**src/rtl/crc_pkg.sv**
```systemverilog
// Shared constants and helpers for the streaming CRC engine: standard polynomials,
// frame state encoding, byte reflection and keep-pattern helpers.
package crc_pkg;

    localparam logic [7:0]  CRC8_POLY        = 8'h07;
    localparam logic [15:0] CRC16_CCITT_POLY = 16'h1021;
    localparam logic [31:0] CRC32_POLY       = 32'h04C11DB7;
    localparam int          MAX_BYTES        = 8;

    typedef enum logic {
        ST_IDLE = 1'b0,
        ST_BUSY = 1'b1
    } frame_state_t;

    function automatic logic [7:0] reflect8(input logic [7:0] b);
        logic [7:0] r;
        for (int i = 0; i < 8; i++) begin
            r[i] = b[7-i];
        end
        return r;
    endfunction

    // Lanes that are really processed: the unbroken run of ones starting at lane 0.
    function automatic logic [MAX_BYTES-1:0] keep_prefix(input logic [MAX_BYTES-1:0] keep);
        logic [MAX_BYTES-1:0] m;
        logic                 run;
        m   = '0;
        run = 1'b1;
        for (int i = 0; i < MAX_BYTES; i++) begin
            run  = run & keep[i];
            m[i] = run;
        end
        return m;
    endfunction

    function automatic logic keep_legal(input logic [MAX_BYTES-1:0] keep);
        return (keep != '0) && (keep == keep_prefix(keep));
    endfunction

    function automatic logic [3:0] popcount8(input logic [MAX_BYTES-1:0] keep);
        logic [3:0] n;
        n = '0;
        for (int i = 0; i < MAX_BYTES; i++) begin
            n = n + {3'b000, keep[i]};
        end
        return n;
    endfunction

endpackage

```
**src/rtl/crc_engine_if.sv**
```systemverilog
// Beat-in / result-out bundle of the CRC engine; the engine takes the slave side.
interface crc_engine_if #(
    parameter int CRC_W = 8,
    parameter int BYTES = 1
);
    logic                 s_valid;
    logic                 s_ready;
    logic [8*BYTES-1:0]   s_data;
    logic [BYTES-1:0]     s_keep;
    logic                 s_last;
    logic                 s_check;
    logic [CRC_W-1:0]     s_crc_ref;
    logic                 m_valid;
    logic                 m_ready;
    logic [CRC_W-1:0]     m_crc;
    logic                 m_match;
    logic [15:0]          m_bytes;
    logic                 m_err;

    modport master (
        output s_valid, s_data, s_keep, s_last, s_check, s_crc_ref, m_ready,
        input  s_ready, m_valid, m_crc, m_match, m_bytes, m_err
    );

    modport slave (
        input  s_valid, s_data, s_keep, s_last, s_check, s_crc_ref, m_ready,
        output s_ready, m_valid, m_crc, m_match, m_bytes, m_err
    );
endinterface

```
**src/rtl/crc_byte_step.sv**
```systemverilog
// One byte of CRC update: eight MSB-first shift/XOR steps, optional input bit reversal.
module crc_byte_step
    import crc_pkg::*;
#(
    parameter int               CRC_W = 8,
    parameter logic [CRC_W-1:0] POLY  = 'h07,
    parameter bit               REFIN = 1'b0
) (
    input  logic [CRC_W-1:0] i_crc_in,
    input  logic [7:0]       i_byte,
    output logic [CRC_W-1:0] o_crc_out
);

    logic [7:0]       w_data;
    logic [CRC_W-1:0] w_acc;

    assign w_data = REFIN ? reflect8(i_byte) : i_byte;

    always_comb begin
        w_acc = i_crc_in;
        for (int i = 7; i >= 0; i--) begin
            if (w_acc[CRC_W-1] ^ w_data[i]) begin
                w_acc = {w_acc[CRC_W-2:0], 1'b0} ^ POLY;
            end else begin
                w_acc = {w_acc[CRC_W-2:0], 1'b0};
            end
        end
    end

    assign o_crc_out = w_acc;

endmodule

```
**src/rtl/crc_engine.sv**
```systemverilog
// Streaming multi-lane CRC generator/checker with one result slot per frame.
// Lanes are chained combinationally; the running CRC and the result are registered.
module crc_engine
    import crc_pkg::*;
#(
    parameter int               CRC_W   = 8,
    parameter logic [CRC_W-1:0] POLY    = 'h07,
    parameter logic [CRC_W-1:0] INIT    = '0,
    parameter logic [CRC_W-1:0] XOR_OUT = '0,
    parameter bit               REFIN   = 1'b0,
    parameter bit               REFOUT  = 1'b0,
    parameter int               BYTES   = 1
) (
    input  logic         clk,
    input  logic         reset,
    crc_engine_if.slave  bus
);

    frame_state_t r_state;
    frame_state_t w_state_next;

    logic [CRC_W-1:0]     r_crc;
    logic [15:0]          r_count;
    logic                 r_err;
    logic                 r_m_valid;
    logic [CRC_W-1:0]     r_m_crc;
    logic                 r_m_match;
    logic [15:0]          r_m_bytes;
    logic                 r_m_err;

    logic                 w_accept;
    logic                 w_end;
    logic [CRC_W-1:0]     w_crc_base;
    logic [15:0]          w_count_base;
    logic                 w_err_base;
    logic [MAX_BYTES-1:0] w_keep8;
    logic [MAX_BYTES-1:0] w_used;
    logic [CRC_W-1:0]     w_crc_next;
    logic [CRC_W-1:0]     w_crc_refl;
    logic [CRC_W-1:0]     w_crc_final;
    logic [16:0]          w_count_sum;
    logic [15:0]          w_count_next;
    logic                 w_err_next;

    assign bus.s_ready = !r_m_valid || bus.m_ready;
    assign w_keep8     = MAX_BYTES'(bus.s_keep);
    assign w_used      = keep_prefix(w_keep8);

    // Each lane either advances the CRC or passes it through, so an illegal keep
    // simply stops processing at the first disabled lane.
    for (genvar gi = 0; gi < BYTES; gi++) begin : g_lane
        logic [CRC_W-1:0] w_in;
        logic [CRC_W-1:0] w_step;
        logic [CRC_W-1:0] w_out;

        if (gi == 0) begin : g_first
            assign w_in = w_crc_base;
        end else begin : g_chain
            assign w_in = g_lane[gi-1].w_out;
        end

        crc_byte_step #(
            .CRC_W (CRC_W),
            .POLY  (POLY),
            .REFIN (REFIN)
        ) u_step (
            .i_crc_in  (w_in),
            .i_byte    (bus.s_data[8*gi +: 8]),
            .o_crc_out (w_step)
        );

        assign w_out = w_used[gi] ? w_step : w_in;
    end

    assign w_crc_next = g_lane[BYTES-1].w_out;

    for (genvar gi = 0; gi < CRC_W; gi++) begin : g_refl
        assign w_crc_refl[gi] = w_crc_next[CRC_W-1-gi];
    end

    assign w_crc_final  = (REFOUT ? w_crc_refl : w_crc_next) ^ XOR_OUT;
    assign w_count_sum  = {1'b0, w_count_base} + 17'(popcount8(w_keep8));
    assign w_count_next = w_count_sum[16] ? 16'hFFFF : w_count_sum[15:0];
    assign w_err_next   = w_err_base | !keep_legal(w_keep8);

    // Frame state register
    always_ff @(posedge clk) begin
        if (reset) begin
            r_state <= ST_IDLE;
        end else begin
            r_state <= w_state_next;
        end
    end

    always_comb begin
        w_state_next = r_state;
        if (w_accept) begin
            w_state_next = bus.s_last ? ST_IDLE : ST_BUSY;
        end
    end

    // An idle frame always starts from the init values, whatever the accumulators hold.
    always_comb begin
        w_accept     = bus.s_valid && bus.s_ready;
        w_end        = w_accept && bus.s_last;
        w_crc_base   = r_crc;
        w_count_base = r_count;
        w_err_base   = r_err;
        if (r_state == ST_IDLE) begin
            w_crc_base   = INIT;
            w_count_base = '0;
            w_err_base   = 1'b0;
        end
    end

    always_ff @(posedge clk) begin
        if (reset) begin
            r_crc     <= INIT;
            r_count   <= '0;
            r_err     <= 1'b0;
            r_m_valid <= 1'b0;
            r_m_crc   <= '0;
            r_m_match <= 1'b0;
            r_m_bytes <= '0;
            r_m_err   <= 1'b0;
        end else if (w_end) begin
            r_crc     <= INIT;
            r_count   <= '0;
            r_err     <= 1'b0;
            r_m_valid <= 1'b1;
            r_m_crc   <= w_crc_final;
            r_m_match <= bus.s_check && (w_crc_final == bus.s_crc_ref);
            r_m_bytes <= w_count_next;
            r_m_err   <= w_err_next;
        end else begin
            if (w_accept) begin
                r_crc   <= w_crc_next;
                r_count <= w_count_next;
                r_err   <= w_err_next;
            end
            if (bus.m_ready) begin
                r_m_valid <= 1'b0;
            end
        end
    end

    assign bus.m_valid = r_m_valid;
    assign bus.m_crc   = r_m_crc;
    assign bus.m_match = r_m_match;
    assign bus.m_bytes = r_m_bytes;
    assign bus.m_err   = r_m_err;

endmodule

```
**src/flat_wrapper.sv**
```systemverilog
// flat-port wrapper written by rule: the top's interface ports become plain ports
module crc_engine_flat import crc_pkg::*;
#(
    parameter int               CRC_W   = 8,
    parameter logic [CRC_W-1:0] POLY    = 'h07,
    parameter logic [CRC_W-1:0] INIT    = '0,
    parameter logic [CRC_W-1:0] XOR_OUT = '0,
    parameter bit               REFIN   = 1'b0,
    parameter bit               REFOUT  = 1'b0,
    parameter int               BYTES   = 1
)
  (clk, reset, bus_s_valid, bus_s_data, bus_s_keep, bus_s_last, bus_s_check, bus_s_crc_ref, bus_m_ready, bus_s_ready, bus_m_valid, bus_m_crc, bus_m_match, bus_m_bytes, bus_m_err);
  crc_engine_if #(.CRC_W(CRC_W), .BYTES(BYTES)) bus_i ();
  input  logic clk;
  input  logic reset;
  input wire logic [$bits(bus_i.s_valid)-1:0] bus_s_valid;
  input wire logic [$bits(bus_i.s_data)-1:0] bus_s_data;
  input wire logic [$bits(bus_i.s_keep)-1:0] bus_s_keep;
  input wire logic [$bits(bus_i.s_last)-1:0] bus_s_last;
  input wire logic [$bits(bus_i.s_check)-1:0] bus_s_check;
  input wire logic [$bits(bus_i.s_crc_ref)-1:0] bus_s_crc_ref;
  input wire logic [$bits(bus_i.m_ready)-1:0] bus_m_ready;
  output wire logic [$bits(bus_i.s_ready)-1:0] bus_s_ready;
  output wire logic [$bits(bus_i.m_valid)-1:0] bus_m_valid;
  output wire logic [$bits(bus_i.m_crc)-1:0] bus_m_crc;
  output wire logic [$bits(bus_i.m_match)-1:0] bus_m_match;
  output wire logic [$bits(bus_i.m_bytes)-1:0] bus_m_bytes;
  output wire logic [$bits(bus_i.m_err)-1:0] bus_m_err;
  assign bus_i.s_valid = bus_s_valid;
  assign bus_i.s_data = bus_s_data;
  assign bus_i.s_keep = bus_s_keep;
  assign bus_i.s_last = bus_s_last;
  assign bus_i.s_check = bus_s_check;
  assign bus_i.s_crc_ref = bus_s_crc_ref;
  assign bus_i.m_ready = bus_m_ready;
  assign bus_s_ready = bus_i.s_ready;
  assign bus_m_valid = bus_i.m_valid;
  assign bus_m_crc = bus_i.m_crc;
  assign bus_m_match = bus_i.m_match;
  assign bus_m_bytes = bus_i.m_bytes;
  assign bus_m_err = bus_i.m_err;
  crc_engine #(.CRC_W(CRC_W), .POLY(POLY), .INIT(INIT), .XOR_OUT(XOR_OUT), .REFIN(REFIN), .REFOUT(REFOUT), .BYTES(BYTES)) u_core (.clk(clk), .reset(reset), .bus(bus_i));
endmodule
```
**config.mk**
```make
export PLATFORM = sky130hd
export DESIGN_NAME = crc_engine_flat
export DESIGN_NICKNAME = d
export VERILOG_FILES = /design/src/rtl/crc_pkg.sv /design/src/rtl/crc_engine_if.sv /design/src/rtl/crc_byte_step.sv /design/src/rtl/crc_engine.sv /design/src/flat_wrapper.sv
export SDC_FILE = /design/constraint.sdc
export NUM_CORES = 1
export LEC_CHECK = 0
export BUFFER_PORTS_ARGS = -buffer_cell sky130_fd_sc_hd__buf_2
export CORE_ASPECT_RATIO = 1.25
export CORE_MARGIN = 3
export CORE_UTILIZATION = 25
export DETAILED_ROUTE_END_ITERATION = 10
export PLACE_DENSITY = 0.39
export RECOVER_POWER = 25
export SLEW_MARGIN = 15
export SYNTH_ARGS = -nofsm -noshare
export SYNTH_HDL_FRONTEND = slang
export SYNTH_HIERARCHICAL = 1
export SYNTH_SLANG_ARGS = --single-unit
```
**constraint.sdc**
```tcl
create_clock -name clk -period 3.4 [get_ports clk]
set_input_delay 0.68 -clock clk [delete_from_list [all_inputs] [get_ports clk]]
set_output_delay 0.68 -clock clk [all_outputs]
set_load 0.005 [all_outputs]
```
Word-level counts from Yosys, hierarchy flattened
Index checks and enable logic that the tools add are counted.

Output and inout bits: 28. Logic and storage cells: 52. Bits in registers: 53. Input bits: 23.

Mux-type cells: 16. Reductions and logical operators: 8. Add/sub/neg operators: 1. Equality and inequality tests: 1. Bitwise logic cells: 17.

Operator list (number): $mux 16 (2); $mux 3 (8); $not 3->3 (8); $add 16x1->17 (1); $mux 8 (2); $eq 8x8->1 (1); $xor 1x1->1 (8); $mux 1 (4); $logic_and 1x1->1 (3); $logic_not 1->1 (2); $reduce_bool 2->1 (1); $reduce_or 2->1 (1); $logic_or 1x1->1 (1); $or 1x1->1 (1).

Logic depth before layout (Yosys ltp)
Depth after elaboration: 20. Mapped depth: 12. Gate-level depth less buffers: 10.

By module
The synthesis kept the hierarchy.

Modules (own cells, without submodules): crc_engine (area an instance 2655.0 um2, instances 1, cells an instance 328, seq. area each 1061.0 um2); crc_byte_step (area an instance 183.9 um2, instances 1, cells an instance 21, seq. area each 0.0 um2).

Worst setup path before layout
No wires, ideal clock.

Path kind: reg-to-reg. Start point: register u_core.r_state. End point: register u_core.r_m_match, in the netlist u_core/bus.m_match. Data required time: 3.299 ns. Clock period less this slack: 2.732 ns. Path slack: 0.668 ns. Arrival: 2.631 ns. Library setup time: 0.101 ns. Stages on the path, launching flop included: 13. Buffers on the path: 3. Cells stage by stage: dfxtp_1 buf_2 clkbuf_1 clkbuf_1 and2_1 xnor2_1 xor2_1 xor2_1 nand2_1 nand3_1 o311ai_1 or4_1 o41ai_1.

Elaborated cells between the ends (all ways): 28. Those cells by class: eq/ne (1); mux (10); bitwise (16); reduce/logical (1).

RTL lines: start, declared (RTL line crc_engine.sv:19) `frame_state_t r_state;`; start signal, assigned (RTL line crc_engine.sv:91) `r_state <= w_state_next;`; $mux 8 (RTL line crc_engine.sv:109) `if (r_state == ST_IDLE) begin`; via u_core.g_lane[0].w_in[5] (RTL line crc_engine.sv:52) `logic [CRC_W-1:0] w_in;`; $xor 1x1->1 (RTL line crc_byte_step.sv:22) `if (w_acc[CRC_W-1] ^ w_data[i]) begin`; $mux 3 (RTL line crc_byte_step.sv:22); via u_core.g_lane[0].w_step[7] (RTL line crc_engine.sv:53) `logic [CRC_W-1:0] w_step;`; $mux 8 (RTL line crc_engine.sv:72) `assign w_out = w_used[gi] ? w_step : w_in;`; $eq 8x8->1 (RTL line crc_engine.sv:132) `r_m_match <= bus.s_check && (w_crc_final == bus.s_crc_ref);`; $logic_and 1x1->1 (RTL line crc_engine.sv:132); end signal, assigned (RTL line crc_engine.sv:132); end, declared (RTL line crc_engine.sv:27) `logic r_m_match;`.

The timed path passes the listed nets, and every way through them passes these cells. A chain may end at the register's enable or synchronous reset.

Final worst setup path
Start point: register u_core.r_state. End point: register u_core.r_m_match, in the netlist u_core/bus.m_match.

Elaborated cells between the ends (all ways): 28. Those cells by class: eq/ne (1); mux (10); bitwise (16); reduce/logical (1).

RTL lines (RTL line): $mux 8 (crc_engine.sv:109); via u_core.g_lane[0].w_in[6] (crc_engine.sv:52); $xor 1x1->1 (crc_byte_step.sv:22); $mux 3 (crc_byte_step.sv:22); $xor 1x1->1 (crc_byte_step.sv:22); $mux 3 (crc_byte_step.sv:22); via u_core.g_lane[0].w_step[1] (crc_engine.sv:53); $mux 8 (crc_engine.sv:72); $eq 8x8->1 (crc_engine.sv:132); $logic_and 1x1->1 (crc_engine.sv:132).

The timed path passes the listed nets, and every way through them passes these cells.

==> key figures <==
Power
  • Total power density per cell area: 438.1 mW/mm^2
  • Maximum VDD drop: 0.0002010 V
  • Total design power: 1464 uW
  • Leak pwr: 0.001253 uW

STA
  • Post-layout minimum cycle time: 2.673 ns
  • Setup total negative slack: 0 ns
  • Worst-Margin Slew: 1.372 ns
  • Max transition margin: 8.503%
  • RSZ-0062 raised after global routing: false
  • Worst clock skew on the final layout: 0.006880 ns
  • Worst hold margin: 0.4585 ns
  • Final count of negative-setup-slack endpoints: 0
  • Maximum achievable frequency: 374.2 MHz
  • Final hold violations: 0
  • Period utilisation layout: 78.60%
  • Number of pins exceeding their max-slew limit in the final report: 0

Setup path
  • Critical Path Source Type: register
  • Worst path slowest cell: or4_1
  • Nature of the critical path endpoint: register
  • Worst EP required: 3.60 ns
  • Max incr delay on CP: 0.54 ns
  • Reg2Reg Capture Point: u_core/bus.m_match$_SDFFE_PP0P_
  • R2R setup slack: 0.73 ns
  • Depth of the most critical reg-to-reg path: 9
  • Crit path kind: register to register
  • Most used cell, CP: xnor2_1
  • Critical path, cell by cell: nand2_1 > inv_1 > xor2_1 > xnor2_1 > xnor2_1 > a211oi_1 > o311ai_1 > or4_1 > o41ai_1
  • Max FO, Critical Path: 13
  • Launch point of the worst reg-to-reg path: u_core/r_state$_SDFFE_PP0N_
  • Signal arrival time at the worst endpoint: 2.87 ns

Flow run
  • Count of maximum capacitance violations: 0

Synthesis
  • Post-synthesis cell count: 349
  • Register area share after synthesis: 37.37%
  • Distinct cell type count after synthesis: 48
  • Commonest register cell after synthesis: dfxtp_1
  • Count of flip-flops with a built-in enable after synthesis: 0
  • Syn. warnings: 6
  • Post-Syn Area per Cell: 8.135 um^2
  • Flip-flop and latch count after synthesis: 53
  • Proportion of synthesized flip-flops having asynchronous set or reset: 0%
  • Net count after synthesis: 374
  • Cell area after synthesis: 0.002839 mm^2

Clock network
  • Post-CTS Repair Setup Buffers: 0
  • Buffer depth of the longest clock path: 2
  • Clock latency reported for the late side of the worst-skew pair: 0.29 ns
  • Clock transition at the registers of the reported paths: 0.08 ns
  • Post-CTS sizing: 0
  • Number of hold-repair buffers added at the cts stage: 0
  • Total number of clock tree sinks: 53
  • CTS tree: yes
  • Root Driver: clkbuf_16
  • Number of H-tree levels: 2
  • Clock buffers created by TritonCTS: 5

Die
  • Row Count: 42
  • Area enclosed by the die boundary: 0.01268 mm^2
  • Floorplan die height: 125.1 um
  • X dimension of the die: 101.3 um
  • Core ar.: 0.01083 mm^2
  • I/O Pins: 51
  • Starting utilization of the core area: 26.23%

Layout
  • Number of nets in the layout: 414
  • Synthesis-to-finish area growth: 17.67%
  • Final instance count without filler cells: 522
  • Filler cell count in the final layout: 1,172
  • Count of antenna diodes in the layout: 0
  • Layout cells sized above 1: 17.44%

Global routing
  • Number of antenna violations at the first check in global routing: 0
  • Met3 Track Usage GR: 2.730%
  • Vias in the first global route: 2,431
  • Wire length of the first global-routing pass: 13,650 um
  • Largest net degree at the start of global routing: 30
  • Global route overflow: 0
  • Met1 global-route usage: 16.40%
  • GRT Total Usage: 13.75%
  • Global-route track usage on met2: 25.08%
  • Layer with the highest usage after global routing: met2

Placed design
  • Buffers added on ports: 50
  • Placer Congestion: 0.8053
  • Detail Placement HPWL: 6394 um
  • Placed Cells: 514

Worst hold path
  • Worst hold path endpoint: u_core/bus.m_match$_SDFFE_PP0P_
  • Start point of the worst hold path: u_core/bus.m_match$_SDFFE_PP0P_
  • Min-Delay Path Class: register to register
  • Depth of the worst hold-timing path: 2

Detailed routing
  • 1st-pass router iterations: 4
  • Final ANT Viol Nets: 0
  • DRC marker count from the first detailed-route iteration: 113
  • Total wire length: 8610 um
  • Post-DR wirelength/cell: 16.49 um
  • Total vias in the final route: 2,571
  • Remaining design rule violation count: 0
  • Vias per inst: 4.925

Outcome
  • Run status: finished clean
## sequential cells by signal (all words and copies together) (netlist names)
register / cells
u_core/r_count: 16
u_core/bus.m_match: 1
u_core/bus.m_err: 1
u_core/r_err: 1
u_core/r_state: 1
u_core/bus.m_valid: 1
u_core/bus.m_crc: 8
u_core/bus.m_bytes: 16
u_core/r_crc: 8
## metal layers
metal	share of wire, %	vias to the layer above
met2	53	41
met3	3.7	5
met4	0.71	0
li1	-	1320
met1	42	1205
met5	0	-
## cells by family (layout without fill, tap and decap cells)
logic type               Yosys count  in the layout  share of synthesized area (%)
adder cells (fa/ha/maj)            2              2                         0.8813
AND/OR/NAND/NOR                  138            138                          25.08
flip-flops                        53             53                          37.37
buffers and inverters             31             72                          4.583
multiplexers                       2              2                         0.7052
AO/OA/AOI/OAI                     87             87                          20.27
XOR/XNOR                          36             36                          11.11
## metrics by stage
step | cell area [um^2] | utilization [%] | setup slack, ns
floorplan | 2839 | - | 0.6676
global placement | 3207 | 29.62 | 0.6344
detailed placement | 3207 | 29.62 | 0.5879
CTS | 3349 | 30.94 | 0.6640
global route | 3341 | 30.86 | 0.3591
finish | 3341 | 30.86 | 0.7275
## layout make-up
type,instances,area (um^2),area share [%]
Clock buffer,6,128.9,3.858
Multi-Input combinational cell,265,1655,49.55
Tap cell,132,165.2,4.944
Inverter,8,30.03,0.8989
Sequential cell,53,1061,31.76
Timing Repair Buffer,56,286.5,8.577
Clock inverter,2,13.76,0.4120
## layout by cell type, fill, tap and decap left out, drive strengths merged, types with 5 or more instances in the layout
cell type / count
a211oi: 24
a21oi: 21
and2: 9
buf: 49
clkbuf: 13
dfxtp: 53
inv: 9
nand2: 25
nand3: 8
nand4: 6
nor2: 51
nor3: 12
nor4: 5
o21ai: 17
o22ai: 6
xnor2: 25
xor2: 11
## synthesized netlist by cell type (all sizes together) (2+ instances only)
master / count / area, um^2
xor2: 11 / 96.34
ha: 2 / 25.02
o22ai: 6 / 37.54
nor4: 5 / 43.79
o21a: 4 / 30.03
a31oi: 4 / 25.02
nand4b: 4 / 35.03
nor3: 12 / 60.06
clkbuf: 15 / 56.30
a21boi: 2 / 15.01
nand2b: 2 / 12.51
and3: 3 / 18.77
a211oi: 24 / 200.2
a21o: 2 / 15.01
and4: 2 / 17.52
inv: 8 / 30.03
buf: 8 / 43.79
nand4: 6 / 52.55
and3b: 4 / 35.03
dfxtp: 53 / 1061
nand2: 25 / 93.84
xnor2: 25 / 219.0
mux2i: 2 / 20.02
or4: 2 / 15.01
nand3: 8 / 40.04
nor2: 51 / 198.9
or2: 2 / 12.51
and2: 9 / 56.30
o21ai: 17 / 88.84
a21oi: 21 / 105.1
## how the worst max path moves through the flow
stage | start | to | cells past startpoint
6_report | u_core/r_state$_SDFFE_PP0N_ | u_core/bus.m_match$_SDFFE_PP0P_ | 9
3_5_place_dp | bus_s_data[3] | u_core/bus.m_match$_SDFFE_PP0P_ | 9
4_1_cts | u_core/r_state$_SDFFE_PP0N_ | u_core/bus.m_match$_SDFFE_PP0P_ | 9
3_3_place_gp | bus_s_data[6] | u_core/bus.m_match$_SDFFE_PP0P_ | 8
5_1_grt | u_core/r_state$_SDFFE_PP0N_ | u_core/bus.m_match$_SDFFE_PP0P_ | 10
2_1_floorplan | u_core/r_state$_SDFFE_PP0N_ | u_core/bus.m_match$_SDFFE_PP0P_ | 12
## report_power, final
| part | internal, uW | switching, uW | leakage, uW |
|---|---|---|---|
| combinational | 111 | 154 | 0.000748 |
| clock | 276 | 241 | 0.0000712 |
| sequential | 655 | 25.8 | 0.000434 |
## worst max-delay path: cells and delay by family, from the launching register on
kind / cells / cell delay [ns]
flops: 1 / 0.53
buf+inv: 1 / 0.08
compound gates: 3 / 0.61
xor+xnor: 3 / 0.70
simple gates: 2 / 0.67
(Power assumes the default switching activity.)
